==> config.mk <==
export PLATFORM = sky130hd
export DESIGN_NAME = screen_request_ctrl
export DESIGN_NICKNAME = d
export VERILOG_FILES = /design/src/rtl/screen_request_ctrl_pkg.sv /design/src/rtl/screen_request_ctrl_sync_debounce.sv /design/src/rtl/screen_request_ctrl.sv
export SDC_FILE = /design/constraint.sdc
export NUM_CORES = 1
export LEC_CHECK = 0
export ABC_AREA = 1
export BUFFER_PORTS_ARGS = -buffer_cell sky130_fd_sc_hd__buf_2
export CORE_ASPECT_RATIO = 1.25
export CORE_UTILIZATION = 35
export CTS_CLUSTER_SIZE = 16
export DETAILED_ROUTE_END_ITERATION = 6
export GPL_TIMING_DRIVEN = 0
export PLACE_DENSITY = 0.55
export SLEW_MARGIN = 20
export SYNTH_ARGS = -nofsm -noshare
export SYNTH_HDL_FRONTEND = slang
export SYNTH_HIERARCHICAL = 1
export SYNTH_SLANG_ARGS = --single-unit
==> constraint.sdc <==
create_clock -name clk -period 3.8 [get_ports clk]
set_input_delay 0.38 -clock clk [delete_from_list [all_inputs] [get_ports clk]]
set_output_delay 0.38 -clock clk [all_outputs]
set_load 0.02 [all_outputs]
==> src/rtl/screen_request_ctrl_pkg.sv <==
// screen_request_ctrl_pkg: shared FSM encoding, screen geometry and image indices
// for the screen request controller and its debounce sub-module.
package screen_request_ctrl_pkg;
    localparam logic [2:0] ST_BOOT      = 3'd0;
    localparam logic [2:0] ST_IDLE      = 3'd1;
    localparam logic [2:0] ST_ISSUE     = 3'd2;
    localparam logic [2:0] ST_WAIT_LOW  = 3'd3;
    localparam logic [2:0] ST_WAIT_DONE = 3'd4;
    localparam int SCREEN_W     = 160;
    localparam int SCREEN_H     = 120;
    localparam int FRAME_PIXELS = SCREEN_W * SCREEN_H;
    localparam logic [1:0] IMG_TITLE  = 2'd0;
    localparam logic [1:0] IMG_LEVEL1 = 2'd1;
    localparam logic [1:0] IMG_LEVEL2 = 2'd2;
endpackage

==> src/rtl/screen_request_ctrl_sync_debounce.sv <==
// screen_request_ctrl_sync_debounce: 2-flop synchroniser followed by a saturating
// debounce counter.
// Ports: clk, rst_n (async active-low); raw_i asynchronous input;
// level_o debounced value; changed_o one-cycle pulse when level_o takes a new value.
module screen_request_ctrl_sync_debounce
    import screen_request_ctrl_pkg::*;
#(
    parameter int WIDTH           = 1,
    parameter int DEBOUNCE_CYCLES = 4
) (
    input  logic             clk,
    input  logic             rst_n,
    input  logic [WIDTH-1:0] raw_i,
    output logic [WIDTH-1:0] level_o,
    output logic             changed_o
);
    localparam int CW = (DEBOUNCE_CYCLES > 2) ? $clog2(DEBOUNCE_CYCLES) : 1;
    logic [WIDTH-1:0] s1_q, s2_q, cand_q, level_q;
    logic [CW-1:0]    cnt_q;
    logic             changed_q;
    // The commit fires on the cycle the counter steps onto DEBOUNCE_CYCLES-1,
    // giving DEBOUNCE_CYCLES+2 cycles from a clean raw edge to the new level.
    logic stable;
    assign stable = (s2_q == cand_q) && (cnt_q >= CW'(DEBOUNCE_CYCLES - 2));
    always_ff @(posedge clk or negedge rst_n) begin
        if (!rst_n) begin
            s1_q      <= '0;
            s2_q      <= '0;
            cand_q    <= '0;
            level_q   <= '0;
            cnt_q     <= '0;
            changed_q <= 1'b0;
        end else begin
            s1_q      <= raw_i;
            s2_q      <= s1_q;
            changed_q <= stable && (cand_q != level_q);
            if (s2_q != cand_q) begin
                cand_q <= s2_q;
                cnt_q  <= '0;
            end else if (cnt_q != CW'(DEBOUNCE_CYCLES - 1)) begin
                cnt_q <= cnt_q + CW'(1);
            end
            if (stable) level_q <= cand_q;
        end
    end
    assign level_o   = level_q;
    assign changed_o = changed_q;
endmodule

==> src/rtl/screen_request_ctrl.sv <==
// screen_request_ctrl: debounces the board switches and sequences full-screen
// image draws, with a one-deep change queue and forced redraw.
// Ports: clk, rst_n (async active-low); sw_level_i image select switches;
// redraw_n_i active-low redraw button; draw_done_i drawer done level;
// draw_start_o one-cycle draw pulse; image_sel_o image index; busy_o frame in
// progress; pending_o change queued; ack_error_o sticky missing-ack flag.
module screen_request_ctrl
    import screen_request_ctrl_pkg::*;
#(
    parameter int DEBOUNCE_CYCLES = 500000,
    parameter int NUM_IMAGES      = 3,
    parameter int ACK_TIMEOUT     = 7
) (
    input  logic       clk,
    input  logic       rst_n,
    input  logic [1:0] sw_level_i,
    input  logic       redraw_n_i,
    input  logic       draw_done_i,
    output logic       draw_start_o,
    output logic [1:0] image_sel_o,
    output logic       busy_o,
    output logic       pending_o,
    output logic       ack_error_o
);
    localparam int AW = $clog2(ACK_TIMEOUT + 1);
    logic [1:0]    sw_lvl;
    logic [0:0]    rd_lvl;
    logic          sw_chg, rd_chg, change_req, redraw_req;
    logic [2:0]    state_q, state_d;
    logic [1:0]    image_sel_q, image_sel_d, queue_q, queue_d;
    logic          pending_q, pending_d, ack_error_q, ack_error_d;
    logic [AW-1:0] ack_cnt_q, ack_cnt_d;
    screen_request_ctrl_sync_debounce #(.WIDTH(2), .DEBOUNCE_CYCLES(DEBOUNCE_CYCLES)) u_sw (
        .clk(clk), .rst_n(rst_n), .raw_i(sw_level_i), .level_o(sw_lvl), .changed_o(sw_chg)
    );
    screen_request_ctrl_sync_debounce #(.WIDTH(1), .DEBOUNCE_CYCLES(DEBOUNCE_CYCLES)) u_rd (
        .clk(clk), .rst_n(rst_n), .raw_i(redraw_n_i), .level_o(rd_lvl), .changed_o(rd_chg)
    );
    assign change_req = (int'(sw_lvl) < NUM_IMAGES) && (sw_lvl != image_sel_q) &&
                        !(pending_q && (sw_lvl == queue_q));
    assign redraw_req = rd_chg && !rd_lvl[0];
    always_comb begin
        state_d     = state_q;
        image_sel_d = image_sel_q;
        queue_d     = queue_q;
        pending_d   = pending_q;
        ack_cnt_d   = ack_cnt_q;
        ack_error_d = ack_error_q;
        // Outside IDLE every request lands in the queue; a completing frame
        // below then sees this cycle's request as well.
        if (state_q != ST_IDLE) begin
            if (change_req) begin
                pending_d = 1'b1;
                queue_d   = sw_lvl;
            end else if (sw_chg && pending_q && (sw_lvl == image_sel_q)) begin
                pending_d = 1'b0;
            end else if (redraw_req) begin
                pending_d = 1'b1;
                queue_d   = image_sel_q;
            end
        end
        case (state_q)
            ST_BOOT: begin
                state_d     = ST_ISSUE;
                image_sel_d = IMG_TITLE;
            end
            ST_IDLE: if (change_req || redraw_req) begin
                state_d     = ST_ISSUE;
                image_sel_d = change_req ? sw_lvl : image_sel_q;
            end
            ST_ISSUE: begin
                state_d   = ST_WAIT_LOW;
                ack_cnt_d = '0;
            end
            // done is still high from the previous frame here, so wait for it to
            // fall before treating a high level as completion.
            ST_WAIT_LOW: begin
                if (!draw_done_i) begin
                    state_d = ST_WAIT_DONE;
                end else if (ack_cnt_q == AW'(ACK_TIMEOUT - 1)) begin
                    state_d     = ST_WAIT_DONE;
                    ack_error_d = 1'b1;
                end else begin
                    ack_cnt_d = ack_cnt_q + AW'(1);
                end
            end
            ST_WAIT_DONE: if (draw_done_i) begin
                state_d = pending_d ? ST_ISSUE : ST_IDLE;
                if (pending_d) begin
                    image_sel_d = queue_d;
                    pending_d   = 1'b0;
                end
            end
            default: state_d = ST_BOOT;
        endcase
    end
    always_ff @(posedge clk or negedge rst_n) begin
        if (!rst_n) begin
            state_q     <= ST_BOOT;
            image_sel_q <= IMG_TITLE;
            queue_q     <= IMG_TITLE;
            pending_q   <= 1'b0;
            ack_cnt_q   <= '0;
            ack_error_q <= 1'b0;
        end else begin
            state_q     <= state_d;
            image_sel_q <= image_sel_d;
            queue_q     <= queue_d;
            pending_q   <= pending_d;
            ack_cnt_q   <= ack_cnt_d;
            ack_error_q <= ack_error_d;
        end
    end
    assign draw_start_o = (state_q == ST_ISSUE);
    assign busy_o       = (state_q == ST_ISSUE) || (state_q == ST_WAIT_LOW) || (state_q == ST_WAIT_DONE);
    assign image_sel_o  = image_sel_q;
    assign pending_o    = pending_q;
    assign ack_error_o  = ack_error_q;
endmodule

# == Word-level counts from Yosys, hierarchy flattened ==
# Cells that the tools add are included.
# op_classes
div,0
multipliers,0
mux,28
n_shift,0
n_addsub,3
n_lt_le_gt_ge,3
n_bitwise,0
n_eq_ne,24
reduce_logical,24
# op_table
cell,count
$mux 19,4
$add 19x1->19 const B,2
$ge 19x19->1 const B,2
$ne 19x19->1 const B,2
$mux 2,9
$mux 3,6
$pmux 3 s5,1
$ne 2x2->1 const B,6
$logic_and 1x1->1,10
$reduce_and 3->1,3
$eq 2x2->1,3
$eq 3x2->1 const B,2
$eq 3x3->1 const B,2
$mux 1,6
$ne 2x2->1,3
$pmux 2 s3,1
$pmux 3 s2,1
$reduce_bool 2->1,3
$reduce_and 5->1,1
$add 3x1->3 const B,1
$eq 3x1->1 const B,1
$logic_not 3->1,1
$logic_or 1x1->1,3
$ne 3x1->1 const B,1
6 further kinds,8
# totals
output_inout_bits,6
memories,0
ram_bits,0
elab_cells,100
register_bits,64
romBits,0
latch_bits,0
input_bits,6

# == Longest topological paths before layout ==
# Gate-level depths: netlist of the first run.
# depth
word_depth,9
depth_mapped,14
ltp_nobuf,14

# == Cells and area by module ==
# Netlist of the first run, hierarchy kept.
# by_module_without_submodules
mod,seq_area_each_um2,instances,area_per_inst_um2,cells_each
screen_request_ctrl_sync_debounce at u_sw,700.7,1,1542.7,201
screen_request_ctrl_sync_debounce at u_rd,600.6,1,1342.5,177
screen_request_ctrl,300.3,1,879.6,132

# == Worst setup path before layout of the first run ==
# OpenSTA, ideal clock, no wires.
# synth_timing
kind,reg2reg
start,reg image_sel_q[0] (netlist: image_sel_o[0])
end,reg state_q[1]
setup_ns,0.120
slack_ns,2.336
stages_incl_launch_ff,9
t_arrival_ns,1.344
period_less_slack_ns,1.464
path_buffers,0
required_ns,3.680
cell_sequence,dfrtp_1 -> xnor2_1 -> nand3_2 -> o21ai_2 -> nand3_2 -> o21ai_2 -> nor2_1 -> o21ai_1 -> nand2_1
# synth_between
elab_chain_cells,8
# synth_rtl
item,line,text
start: declaration,screen_request_ctrl.sv:30,"logic [1:0] image_sel_q, image_sel_d, queue_q, queue_d;"
start signal: assignment,screen_request_ctrl.sv:107,image_sel_q <= image_sel_d;
$eq 2x2->1 / $ne 2x2->1 (equally long branches),"screen_request_ctrl.sv:55, screen_request_ctrl.sv:39",
"$logic_and 1x1->1, on equally long branches","screen_request_ctrl.sv:55, screen_request_ctrl.sv:39",
$mux 1 / $logic_and 1x1->1 (equally long branches),"screen_request_ctrl.sv:55, screen_request_ctrl.sv:39",
$mux 1,screen_request_ctrl.sv:52,if (change_req) begin
$mux 1,screen_request_ctrl.sv:51,if (state_q != ST_IDLE) begin
$mux 2,screen_request_ctrl.sv:88,state_d = pending_d ? ST_ISSUE : ST_IDLE;
$mux 3,screen_request_ctrl.sv:87,ST_WAIT_DONE: if (draw_done_i) begin
$pmux 3 s5,screen_request_ctrl.sv:62,case (state_q)
end signal: assignment,screen_request_ctrl.sv:106,state_q <= state_d;
end: declaration,screen_request_ctrl.sv:29,"logic [2:0] state_q, state_d;"
# Parallel ways exist; a longest one is shown, timed or not. The select of a mux whose other input is x is not followed.
# A chain may end at the register's enable or synchronous reset.

# == Worst setup path in the final report of the first run ==
# layout_timing
start,reg state_q[1]
end,out draw_start_o
# layout_between
elab_chain_cells,1
# layout_rtl
item,line,text
$eq 3x2->1,screen_request_ctrl.sv:114,assign draw_start_o = (state_q == ST_ISSUE);
end: declaration,screen_request_ctrl.sv:19,"output logic draw_start_o,"
# No other way between the ends.

==> results of run 1 <==
==> layout make-up <==
type / instances / area [um2]
buffer: 7 / 36.3
clock buffer: 11 / 243
clock inverter: 4 / 45.0
fill: 1048 / 5960
inverter: 66 / 250
multi-input combinational: 373 / 1880
sequential: 64 / 1600
tap: 129 / 161
timing repair buffer: 13 / 87.6
==> final timing paths <==
check / end / cells after the start / from
min reg2reg: u_rd/s2_q / 0 / u_rd/s1_q
min in group asynchronous: u_sw/cnt_q[17] / 2 / rst_n
min: u_rd/s1_q / 1 / redraw_n_i
max in group asynchronous: u_sw/cand_q[0] / 3 / rst_n
max: draw_start_o / 5 / state_q[1]
max reg2reg: u_rd/cnt_q[1] / 6 / u_rd/cnt_q[1]
==> layer usage <==
| layer | vias to the layer above | routed length [um] | global-route usage |
|---|---|---|---|
| met3 | 10 | 201 | 0.0433 |
| met2 | 30 | 3820 | 0.249 |
| met4 | 0 | 101 | 0.0625 |
| li1 | 1671 | - | - |
| met5 | - | 0 | 0 |
| met1 | 1490 | 3600 | 0.181 |
==> power breakdown <==
part           switching, mW  internal [mW]
Combinational          0.254          0.140
Clock                  0.273          0.517
Sequential            0.0645          0.735
==> worst max-delay path: cells and delay by family (launching register included) <==
kind	cells	cell delay, ns
flops	1	0.45
simple gates	2	0.32
buf+inv	3	0.36
==> sequential cells by signal (all words and copies together) (netlist names), 2 cells and up <==
signal        flops
ack_cnt_q         3
u_sw/s2_q         2
u_sw/s1_q         2
u_rd/cnt_q       19
state_q           3
u_sw/cand_q       2
image_sel_o       2
queue_q           2
u_sw/cnt_q       19
u_sw/level_o      2
==> cells by family (layout without fill, tap and decap cells) <==
group / after synthesis / after routing / share of synthesized area
compound gates: 57 / 57 / 0.0851
xor+xnor: 18 / 18 / 0.0419
fa+ha+maj: 6 / 6 / 0.0199
buf+inv: 73 / 101 / 0.0761
flops: 64 / 64 / 0.425
simple gates: 292 / 292 / 0.352
==> what timing repair did <==
| item | 4_1_cts | 5_1_grt |
|---|---|---|
| resized for setup | 0 | 0 |
| buffers inserted | 0 | 0 |
| hold buffers | 1 | 0 |
| hold endpoints to repair | 27 | 0 |
==> cells in the mapped netlist, types with 6 or more instances <==
cell and instances:
a21oi_1 20, dfrtp_1 64, ha_1 6, inv_1 61, nand2_1 121, nand2_2 7, nand3_1 40, nand4_1 7
nor2_1 84, nor2_2 7, nor3_1 9, o21ai_0 22, xor2_1 14
==> stage by stage <==
step	area, um2	utilization	instances	worst slack [ns]
2_1_floorplan	3760	-	510	2.34
3_3_place_gp	3980	0.388	650	2.04
3_5_place_dp	4000	0.390	651	2.15
4_1_cts	4300	0.419	667	1.95
5_1_grt	4300	0.419	667	1.87
6_report	4300	0.419	667	1.98
==> flow_metrics.env, run 1 <==
export IMPL_hold_violations=0
export IMPL_grt_overflow=0
export IMPL_initial_core_util=0.367
export IMPL_ios=12
export IMPL_ys_ff_latch=64
export IMPL_layout_commonest_cell="nand2_1"
export IMPL_dp_hpwl_mm=5.80
export IMPL_grt_total_usage=0.151
export IMPL_total_power_mw=1.98
export IMPL_hp_class="input pin to register"
export IMPL_period_minus_slack_ns=1.82
export IMPL_timing_final_crit_share=0.480
export IMPL_synthCells=510
export IMPL_cts_buffers_inserted=9
export IMPL_critPathRequiredTime_ns=3.42
export IMPL_totalWireLength_mm=7.72
export IMPL_worstMarginPinSlew_ns=0.486
export IMPL_area_growth_pct=14.3
export IMPL_async_reset_ff_frac=1.00
export IMPL_clock_sinks=64
export IMPL_setup_viol=0
export IMPL_wire_per_inst_um=11.6
export IMPL_drv_slew=0
export IMPL_die_area_um2=11200
export IMPL_portBuffers=11
export IMPL_antenna_found_initial=0
export IMPL_crit_type="register to output pin"
export IMPL_drtAntennaViolNets=0
export IMPL_cpPeakStageDelay_ns=0.45
export IMPL_drcViolationCount=0
export IMPL_outcome="finished clean"
export IMPL_via_count=3201
export IMPL_cts_max_level=3
export IMPL_synth_area_per_cell_um2=7.38
export IMPL_n_antenna_cell=0
export IMPL_fmax_mhz=548
export IMPL_synth_top_flop_cell="dfrtp_1"
export IMPL_start_kind="register"
export IMPL_cts_tree="yes"
export IMPL_yosysWarnings=6
export IMPL_syn_num_nets=522
export IMPL_syn_cell_area_um2=3760
export IMPL_final_cell_mix="nand2_1, nor2_1, dfrtp_1, inv_1, nand3_1"
export IMPL_slowest_stage="dfrtp_1"
export IMPL_power_density_nw_per_um2=461
export IMPL_whs_ns=0.161
export IMPL_tns_ns=0
export IMPL_crit_fanout=5
export IMPL_crit_chain="inv_1 -> nor2_1 -> inv_1 -> nor2_1 -> buf_2"
export IMPL_slew_headroom=0.676
export IMPL_critPathCaptureType="output pin"
export IMPL_vdd_ir_drop_max_mv=0.202
export IMPL_root_buffer="clkbuf_16"
export IMPL_dieHeight_um=118
export IMPL_rrSetupSlack_ns=2.14
export IMPL_synth_edf_count=0
export IMPL_path_clk_slew_ns=0.05
export IMPL_yosys_area_top_type="dfrtp_1"
export IMPL_clk_path_buf_depth=2
export IMPL_seq_area_frac_synth=0.425
export IMPL_synth_cell_type_count=39
export IMPL_clock_latency_ns=0.32
export IMPL_crit_arrival_ns=1.44
export IMPL_synth_top_area_share=0.425
export IMPL_drt_iter0_drc=115
export IMPL_rows=41
export IMPL_drive_above_1_share=0.121
export IMPL_cap_violations=0
export IMPL_die_x_um=94.8
export IMPL_grt_pass1_vias=2994
export IMPL_vias_per_cell=4.80
export IMPL_place_gp_congestion=0.948
export IMPL_leakage_nw=2.00
export IMPL_clock_skew_final_ns=0.00477
export IMPL_synth_area_leaders="dfrtp_1, nand2_1, nor2_1, inv_1, nand3_1"
export IMPL_rsz0062_at_grt="false"
export IMPL_grt_pass1_wl_mm=13.2
export IMPL_drt_pass1_iter_count=4
export IMPL_grt_max_degree=38
export IMPL_fin_nets=546
export IMPL_core_area_um2=10300
Power figures use the tool's default switching activity.
==> inputs of run 2 (changes only) <==
- ABC_AREA: 1 -> 0
- PLACE_DENSITY: 0.55 -> 0.57
- clock period: 3.8 -> 1.6 ns (I/O delays scaled with it)
==> flow_metrics.env, run 2 <==
export IMPL_outcome="finished, violations left"
export IMPL_violations="setup timing"
export IMPL_timing_final_crit_share=1.17
export IMPL_vdd_ir_drop_max_mv=0.474
export IMPL_synth_top_family_by_area="simple AND/OR/NAND/NOR gates"
export IMPL_drtAntennaViolNets=0
export IMPL_grt_pass1_wl_mm=14.2
export IMPL_syn_cell_area_um2=3530
export IMPL_cts_max_level=3
export IMPL_initial_core_util=0.363
export IMPL_root_buffer="clkbuf_16"
export IMPL_drive_above_1_share=0.411
export IMPL_area_growth_pct=44.9
export IMPL_synthAdderAreaFrac=0.0213
export IMPL_synth_area_per_cell_um2=9.36
export IMPL_setup_viol=35
export IMPL_portBuffers=10
export IMPL_ios=12
export IMPL_synth_edf_count=0
export IMPL_yosysMostFrequentCell="dfrtp_1"
export IMPL_final_util=0.527
export IMPL_slew_headroom=0.603
export IMPL_drt_pass1_iter_count=4
export IMPL_synth_area_leaders="dfrtp_1, xnor2_1, nor2_1, nand2_1, a21oi_1"
export IMPL_synth_cell_type_count=58
export IMPL_clock_sinks=64
export IMPL_grt_pass1_vias=2989
export IMPL_grt_max_degree=43
export IMPL_worstMarginPinSlew_ns=0.591
export IMPL_place_gp_congestion=0.821
export IMPL_critPathCaptureType="register"
export IMPL_synth_commonest_cells="dfrtp_1, nor2_1, nand2_1"
export IMPL_cap_violations=0
export IMPL_synth_mux_area_frac=0.00638
export IMPL_yosysWarnings=6
export IMPL_async_reset_ff_frac=1.00
export IMPL_die_x_um=91.8
export IMPL_synthSimpleGateAreaFrac=0.258
export IMPL_synth_compound_area_frac=0.153
export IMPL_synth_top_flop_cell="dfrtp_1"
export IMPL_cts_buffers_inserted=9
export IMPL_crit_fanout=4
export IMPL_n_antenna_cell=0
export IMPL_power_density_nw_per_um2=886
export IMPL_hp_class="input pin to register"
export IMPL_p_sw_mw=1.36
export IMPL_path_clk_slew_ns=0.06
export IMPL_whs_ns=0.214
export IMPL_rsz0062_at_grt="true"
export IMPL_vias_per_cell=5.43
export IMPL_period_minus_slack_ns=1.87
export IMPL_die_area_um2=10500
export IMPL_clock_skew_final_ns=0.00838
export IMPL_start_kind="register"
export IMPL_p_int_mw=3.17
export IMPL_fillers=869
export IMPL_switching_share=0.301
export IMPL_rrSetupSlack_ns=-0.27
export IMPL_critPathRequiredTime_ns=1.81
export IMPL_drv_slew=0
export IMPL_grt_total_usage=0.173
export IMPL_wire_per_inst_um=15.5
export IMPL_dieHeight_um=114
export IMPL_antenna_found_initial=0
export IMPL_p_clk_frac=0.398
export IMPL_reg_top3="u_rd/cnt_q x19, u_sw/cnt_q x19"
export IMPL_synth_top_area_share=0.454
export IMPL_rows=40
export IMPL_synthCells=377
export IMPL_fmax_mhz=535
export IMPL_cts_tree="yes"
export IMPL_yosys_area_top_type="dfrtp_1"
export IMPL_dp_hpwl_mm=5.46
export IMPL_ys_ff_latch=64
export IMPL_grt_overflow=0
export IMPL_fin_nets=477
export IMPL_clock_latency_ns=0.34
export IMPL_clk_path_buf_depth=2
export IMPL_seq_area_frac_synth=0.454
export IMPL_synthXorXnorAreaFrac=0.0670
export IMPL_drcViolationCount=0
export IMPL_crit_type="register to register"
export IMPL_crit_arrival_ns=2.08
export IMPL_core_area_um2=9710
export IMPL_layout_commonest_cell="buf_4"
export IMPL_combPwrFrac=0.195
export IMPL_drt_iter0_drc=138
export IMPL_via_count=3234
export IMPL_leakage_nw=2.10
export IMPL_totalWireLength_mm=9.24
export IMPL_hold_violations=0
export IMPL_timing_final_ws_setup_ns=-0.270
export IMPL_final_cell_mix="buf_4, dfrtp_1, nor2_1, nand2_1"
export IMPL_syn_num_nets=389
export IMPL_power_frac_seq=0.408
## run 2: power groups by stage
stage / logic [mW] / registers [mW] / clock network (mW)
2_1_floorplan: 0.519 / 1.85 / 0
3_3_place_gp: 0.716 / 1.87 / 0
3_5_place_dp: 0.730 / 1.88 / 0
4_1_cts: 0.819 / 1.84 / 1.85
5_1_grt: 0.988 / 1.86 / 1.91
6_report: 0.881 / 1.85 / 1.80
## run 2: worst max-delay path, cell delays in order (launching register included)
cell,delay [ns]
dfrtp_1,0.40
or4_4,0.57
a222oi_1,0.40
buf_4,0.19
nor3_2,0.03
nand3b_1,0.15
## run 2: cell families (layout without fill, tap and decap cells)
| kind of cell | after synthesis | after routing |
|---|---|---|
| AOI/OAI and AO/OA | 81 | 81 |
| xor gates and xnor gates | 27 | 27 |
| adders and majority gates | 6 | 6 |
| buffers and inverters | 33 | 126 |
| DFF | 64 | 64 |
| muxes | 2 | 2 |
| and+or+nand+nor | 164 | 164 |
## run 2: area by class of cell
type | count | area, um2 | share of cell area
plain buffers | 12 | 80.1 | 0.0157
clock buffers | 11 | 243 | 0.0475
clock inverters | 5 | 32.5 | 0.00636
inverters | 17 | 63.8 | 0.0125
multi-input cells | 280 | 2270 | 0.444
flip-flops and latches | 64 | 1620 | 0.316
well taps | 126 | 158 | 0.0308
repair buffers | 81 | 649 | 0.127
## run 2: per-stage QoR
| stage | setup slack (ns) | instances | area (um2) | power (mW) | setup TNS [ns] |
|---|---|---|---|---|---|
| after global placement | -0.381 | 513 | 3900 | 2.59 | -8.06 |
| after CTS | -0.250 | 572 | 4680 | 4.51 | -4.18 |
| final | -0.270 | 596 | 5110 | 4.53 | -4.47 |
| after global routing | -0.312 | 596 | 5110 | 4.76 | -6.76 |
| after detailed placement | -0.404 | 514 | 3930 | 2.61 | -9.30 |
| after floorplan | -0.227 | 377 | 3700 | 2.37 | -2.44 |
## run 2: timing repair
action,4_1_cts,5_1_grt
resized for setup,37,57
hold buffers,4,0
gates cloned,0,0
setup endpoints to repair,45,43
pin swaps,31,29
endpoints found under the hold margin,25,0
setup buffers,38,28
## run 2: per-layer routing
| metal | vias to the layer above | GRT usage | wire length (um) |
|---|---|---|---|
| li1 | 1564 | - | - |
| met1 | 1602 | 0.199 | 3910 |
| met2 | 52 | 0.305 | 4880 |
| met3 | 16 | 0.0365 | 272 |
| met4 | 0 | 0.0885 | 180 |
| met5 | - | 0 | 0 |
## run 2: final timing paths
check                                end  depth (start not counted)      startpoint
hold / removal                 pending_o                          2     draw_done_i
max in group asynchronous  u_sw/cnt_q[1]                          3           rst_n
hold reg to reg             u_sw/s2_q[1]                          0    u_sw/s1_q[1]
setup reg to reg            u_rd/level_o                          5  u_rd/cnt_q[10]
setup / recovery            u_rd/level_o                          5  u_rd/cnt_q[10]
min in group asynchronous     state_q[2]                          2           rst_n
